**config.mk**
```make
export PLATFORM = sky130hd
export DESIGN_NAME = i2s_audio_rx
export DESIGN_NICKNAME = d
export VERILOG_FILES = /design/src/rtl/a2_audio_pkg.sv /design/src/rtl/sync_ff.sv /design/src/rtl/i2s_audio_rx.sv
export SDC_FILE = /design/constraint.sdc
export NUM_CORES = 1
export LEC_CHECK = 0
export CORE_MARGIN = 8
export CORE_UTILIZATION = 46
export CTS_CLUSTER_SIZE = 16
export DETAILED_ROUTE_END_ITERATION = 10
export PLACE_DENSITY = 0.76
export SYNTH_ARGS = -nofsm -noshare
export SYNTH_HDL_FRONTEND = slang
export SYNTH_SLANG_ARGS = --single-unit
```
**constraint.sdc**
```tcl
create_clock -name clk -period 7.9 [get_ports clk]
set_input_delay 1.58 -clock clk [delete_from_list [all_inputs] [get_ports clk]]
set_output_delay 1.58 -clock clk [all_outputs]
set_load 0.02 [all_outputs]
```
**src/rtl/a2_audio_pkg.sv**
```systemverilog
// rtl/a2_audio_pkg.sv - shared audio-path types and constants
package a2_audio_pkg;

  // Default PCM width delivered per channel
  localparam int AUDIO_DW_DEF = 16;

  // lrck level that marks the right-channel slot
  localparam logic LRCK_RIGHT = 1'b1;

  // Receiver word-tracking states
  typedef enum logic [1:0] {
    SEEK,
    SHIFT,
    HOLD
  } i2s_rx_state_t;

endpackage

```
**src/rtl/sync_ff.sv**
```systemverilog
// rtl/sync_ff.sv - 1-bit multi-stage synchroniser for async inputs
module sync_ff #(
  parameter int STAGES = 2
) (
  input  logic clk,
  input  logic reset,
  input  logic d_i,
  output logic q_o
);

  logic [STAGES-1:0] chain_q;

  // Shift the async input through the flop chain; oldest stage is the output
  always_ff @(posedge clk) begin
    if (reset) begin
      chain_q <= '0;
    end else begin
      chain_q <= {chain_q[STAGES-2:0], d_i};
    end
  end

  assign q_o = chain_q[STAGES-1];

endmodule

```
**src/rtl/i2s_audio_rx.sv**
```systemverilog
// rtl/i2s_audio_rx.sv - I2S line-in receiver producing stereo PCM words
module i2s_audio_rx
  import a2_audio_pkg::*;
#(
  parameter int AUDIO_DW       = AUDIO_DW_DEF,
  parameter int SYNC_STAGES    = 2,
  parameter int TIMEOUT_CYCLES = 1024
) (
  input  logic                clk,
  input  logic                reset,
  input  logic                i2s_bck,
  input  logic                i2s_lrck,
  input  logic                i2s_data,
  output logic [AUDIO_DW-1:0] left,
  output logic [AUDIO_DW-1:0] right,
  output logic                sample_valid,
  output logic                locked
);

  localparam int CW = $clog2(AUDIO_DW + 1);
  localparam int WW = $clog2(TIMEOUT_CYCLES + 1);

  logic bck_s, lrck_s, data_s;

  sync_ff #(.STAGES(SYNC_STAGES)) u_sync_bck (
    .clk(clk), .reset(reset), .d_i(i2s_bck), .q_o(bck_s)
  );
  sync_ff #(.STAGES(SYNC_STAGES)) u_sync_lrck (
    .clk(clk), .reset(reset), .d_i(i2s_lrck), .q_o(lrck_s)
  );
  sync_ff #(.STAGES(SYNC_STAGES)) u_sync_data (
    .clk(clk), .reset(reset), .d_i(i2s_data), .q_o(data_s)
  );

  i2s_rx_state_t       state_q, state_d;
  logic                bck_prev_q;
  logic                lrck_lat_q;
  logic [AUDIO_DW-1:0] shift_q, shift_d;
  logic [CW-1:0]       cnt_q, cnt_d;
  logic [AUDIO_DW-1:0] stage_q, stage_d;
  logic                stage_vld_q, stage_vld_d;
  logic [AUDIO_DW-1:0] left_q, left_d;
  logic [AUDIO_DW-1:0] right_q, right_d;
  logic                valid_q, valid_d;
  logic                locked_q, locked_d;
  logic [WW-1:0]       wd_q, wd_d;

  logic                bck_rise;
  logic                lrck_edge;
  logic                wd_hit;
  logic                room;
  logic [AUDIO_DW-1:0] shift_in;
  logic [CW-1:0]       fill;
  logic [AUDIO_DW-1:0] word_raw;
  logic [AUDIO_DW-1:0] word;

  // Edge detection and the left-aligned word a commit would produce
  always_comb begin
    bck_rise  = bck_s & ~bck_prev_q;
    lrck_edge = bck_rise & (lrck_s != lrck_lat_q);
    wd_hit    = ~bck_rise & (wd_q == WW'(TIMEOUT_CYCLES - 1));
    room      = (cnt_q < CW'(AUDIO_DW));
    shift_in  = {shift_q[AUDIO_DW-2:0], data_s};
    fill      = room ? (cnt_q + CW'(1)) : cnt_q;
    word_raw  = room ? shift_in : shift_q;
    // Short slots land in the LSBs; move them to the top and pad with zeros
    word      = word_raw << (CW'(AUDIO_DW) - fill);
  end

  // Slot FSM, commit/staging logic and BCK watchdog
  always_comb begin
    state_d     = state_q;
    shift_d     = shift_q;
    cnt_d       = cnt_q;
    stage_d     = stage_q;
    stage_vld_d = stage_vld_q;
    left_d      = left_q;
    right_d     = right_q;
    valid_d     = 1'b0;
    locked_d    = locked_q;
    wd_d        = wd_q;

    if (bck_rise) begin
      wd_d = '0;
    end else if (wd_q != WW'(TIMEOUT_CYCLES)) begin
      wd_d = wd_q + WW'(1);
    end

    case (state_q)
      SEEK: begin
        if (lrck_edge) begin
          shift_d = '0;
          cnt_d   = '0;
          state_d = SHIFT;
        end
      end
      SHIFT, HOLD: begin
        if (lrck_edge) begin
          // lrck_lat_q still names the slot that just finished
          if (lrck_lat_q != LRCK_RIGHT) begin
            stage_d     = word;
            stage_vld_d = 1'b1;
          end else if (stage_vld_q) begin
            left_d      = stage_q;
            right_d     = word;
            valid_d     = 1'b1;
            locked_d    = 1'b1;
            stage_vld_d = 1'b0;
          end
          shift_d = '0;
          cnt_d   = '0;
          state_d = SHIFT;
        end else if (bck_rise && (state_q == SHIFT)) begin
          shift_d = shift_in;
          cnt_d   = cnt_q + CW'(1);
          if (cnt_q + CW'(1) == CW'(AUDIO_DW)) begin
            state_d = HOLD;
          end
        end
      end
      default: state_d = SEEK;
    endcase

    // Lost bit clock: drop lock and resynchronise, keep last outputs
    if (wd_hit) begin
      locked_d    = 1'b0;
      state_d     = SEEK;
      stage_vld_d = 1'b0;
    end
  end

  // State registers
  always_ff @(posedge clk) begin
    if (reset) begin
      state_q     <= SEEK;
      bck_prev_q  <= 1'b0;
      lrck_lat_q  <= 1'b0;
      shift_q     <= '0;
      cnt_q       <= '0;
      stage_q     <= '0;
      stage_vld_q <= 1'b0;
      left_q      <= '0;
      right_q     <= '0;
      valid_q     <= 1'b0;
      locked_q    <= 1'b0;
      wd_q        <= '0;
    end else begin
      state_q     <= state_d;
      bck_prev_q  <= bck_s;
      if (bck_rise) begin
        lrck_lat_q <= lrck_s;
      end
      shift_q     <= shift_d;
      cnt_q       <= cnt_d;
      stage_q     <= stage_d;
      stage_vld_q <= stage_vld_d;
      left_q      <= left_d;
      right_q     <= right_d;
      valid_q     <= valid_d;
      locked_q    <= locked_d;
      wd_q        <= wd_d;
    end
  end

  assign left         = left_q;
  assign right        = right_q;
  assign sample_valid = valid_q;
  assign locked       = locked_q;

endmodule

```
==> impl_metrics.py <==
metrics = {
    "cts": {
        "clkTransAtPathRegs_ns": 0.09,
        "cts.sinks": 93,
        "cts_buffers": 9,
        "hold_buffers": 0,
        "clock_latency_ns": 0.37,
        "htree_num_levels": 3,
        "clock_path_buffers": 2,
        "cts_resized": 0,
        "cts_root_buf": "clkbuf_8",
        "cts_tree": "done",
        "postCtsSetupBuffers": 0,
    },
    "floorplan": {
        "io_pins": 39,
        "dieArea_um2": 13700,
        "fp-row-count": 37,
        "fp.dieW_um": 117,
        "start_util_pct": 46.4,
        "dieHeight_um": 117,
        "core-area_um2": 10100,
    },
    "sta": {
        "slew_headroom_pct": 16.8,
        "hold_violations": 0,
        "skew_ns": 0.0136,
        "setup_ws_ns": 4.30,
        "tightest_slew_ns": 1.24,
        "setup_viol_count_final": 0,
        "layout_min_cycle_time_ns": 3.60,
        "period_share_pct": 45.5,
        "drv_slew": 0,
        "rsz0062_at_grt": "false",
        "fmax_ghz": 0.278,
        "tns_ns": 0,
    },
    "worst_setup_path": {
        "cp_slowest_stage_delay_ns": 0.98,
        "cp-end-kind": "flop",
        "critPathKind": "reg -> reg",
        "cpMaxStageDelayCell": "dfxtp_1",
        "worst-path-buf-inv": 0,
        "crit_arrival_ns": 3.89,
        "critPathRequiredTime_ns": 8.20,
        "rr_startpoint": "cnt_q[0]",
        "start_kind": "flop",
        "crit_path_max_fanout": 30,
        "crit_chain": "ha_1 > xnor2_1 > a32oi_2 > xnor2_1 > mux2_2 > and3_1 > nor3_2",
        "startpoint": "cnt_q[0]",
        "cp_common_cell": "xnor2_1",
        "critPathTopFamily": "XOR/XNOR gates",
    },
    "logic_synthesis": {
        "yosys_warnings": 0,
        "yosysTopAreaCell": "dfxtp_1",
        "synth_cell_types": 52,
        "synth_fp_nets": 545,
        "netlist_top_cells_area": "dfxtp_1 (40%), mux2_2 (6.0%), nand2_1 (5.3%)",
        "syn_avg_cell_area_um2": 8.82,
        "syn_area_um2": 4680,
        "synth_top_area_share_pct": 39.8,
        "synth_cells": 531,
        "synthArstFlopShare_pct": 0,
        "synth-edff-count": 0,
        "ys_seq_area_share_pct": 39.8,
        "synth-main-ff-cell": "dfxtp_1",
        "synth_seq_cells": 93,
        "synth_commonest_cells": "dfxtp_1 (93), nand2_1 (66), nor2_1 (65), a21oi_1 (37)",
        "yosysMostFrequentCell": "dfxtp_1",
    },
    "min_path": {
        "min_from": "u_sync_bck.chain_q[0]",
        "holdCritPathClass": "reg -> reg",
    },
    "power_and_ir_drop": {
        "clock_power_share_pct": 36.6,
        "powerDensity_nw_per_um2": 168,
        "seqPwrFrac_pct": 54.2,
        "p_comb_share_pct": 9.3,
        "vdd_drop_max_mv": 0.0849,
        "swShare_pct": 26.6,
        "p_switching_mw": 0.237,
        "p_leak_nw": 1.89,
        "p_int_mw": 0.653,
    },
    "place": {
        "preCtsSetupSlack_ns": 4.37,
        "place.detailed.hpwl_um": 7310,
        "io_buffers": 38,
        "gp_congestion": 0.891,
    },
    "cells_and_area": {
        "n_antenna_cell": 0,
        "syn_to_final_growth_pct": 13.0,
        "final_net_count": 561,
        "seqCellArea_um2": 1860,
        "multiInputGateArea_um2": 2610,
        "drive_above_1_share_pct": 12.3,
        "fillerInstances": 944,
    },
    "routing": {
        "wirelength_um": 10300,
        "viasPerCell": 5.49,
        "via_count": 3780,
        "dr.pass1.iters": 4,
        "remaining_drc_errors": 0,
        "first_iter_violations": 286,
        "routedWlPerCell_um": 15.0,
        "drtAntennaViolNets": 0,
    },
    "global_route": {
        "antenna_found_initial": 0,
        "grt_max_degree": 71,
        "grt.total_usage_pct": 16.0,
        "grt_pass1_vias": 3700,
        "gr-total-overflow": 0,
        "grt_pass1_wl_um": 17500,
    },
    "job": {
        "drv_cap": 0,
    },
    "run_status": {
        "status": "finished, final reports clean",
    },
}
## path summary, 6_finish.rpt
kind | slack, ns | to | depth (start not counted)
min reg2reg | 0.44 | u_sync_bck.chain_q[1] | 1
max reg2reg | 4.30 | right[8] | 7
max | 4.30 | right[8] | 7
min | 0.44 | u_sync_bck.chain_q[1] | 1
## metal layers
layer / vias up / share of wire [%] / track usage (%)
li1: 1882 / - / -
met1: 1782 / 44 / 19.2
met2: 95 / 48 / 27.1
met3: 21 / 6.1 / 3.85
met4: 0 / 2.3 / 6.40
met5: - / 0 / 0
## layout make-up
cell class,instances,area share [%]
multi-input combinational,391,49.3
sequential,93,35.2
timing repair buffer,42,7.67
tap,136,3.22
clock buffer,9,2.34
clock inverter,7,1.54
inverter,10,0.710
## cell usage in the layout, fill, tap and decap left out, types with 4 or more instances in the layout
cell type and instances:
mux2i_1 11, o211a_1 4, dfxtp_1 93, mux4_2 8
a31oi_1 19, nor2b_1 10, ha_1 9, nand3b_1 4
nand3_1 23, o21ai_0 12, a21o_1 4, inv_1 10
mux2_2 25, a22oi_1 8, clkdlybuf4s50_1 37, and2_1 15
nand4b_1 5, buf_4 4, nor2_1 65, xnor2_1 7
a21oi_1 37, and3_1 11, nand2_1 66, xor2_1 7
clkbuf_8 9, o31a_1 4
## metrics by stage
step                      hold WS, ns  power (mW)  std cells  util, %  instance area, um^2
after global placement          0.419       0.569        672     50.4                 5080
after global routing            0.467       0.927        688     52.4                 5290
final                           0.443       0.889        688     52.4                 5290
after detailed placement        0.424       0.574        672     50.4                 5080
after floorplan                 0.414       0.557        531        -                 4680
after CTS                       0.446       0.895        688     52.4                 5290
## state kept, by name, indices dropped and copies added (netlist names), 2 cells and up
| signal | flops |
|---|---|
| left | 16 |
| right | 16 |
| shift_q | 16 |
| stage_q | 16 |
| wd_q | 11 |
| cnt_q | 5 |
| state_q | 2 |
| u_sync_bck.chain_q | 2 |
| u_sync_data.chain_q | 2 |
| u_sync_lrck.chain_q | 2 |
## kinds of logic after synthesis
group	after synthesis	synth area share (%)
AOI/OAI and AO/OA	106	14.7
xor gates and xnor gates	18	4.73
adders and majority gates	9	2.41
buffers and inverters	47	4.52
DFF	93	39.8
muxes	44	12.2
and+or+nand+nor	214	21.6
## power by group through the flow
stage                     combinational, mW  clock, mW  sequential (mW)
after floorplan                      0.0660          0            0.491
after global placement               0.0772          0            0.492
after detailed placement             0.0814          0            0.493
after CTS                            0.0823      0.331            0.482
after global routing                 0.0906      0.354            0.483
final                                0.0823      0.325            0.482
Power figures use the tool's default switching activity.
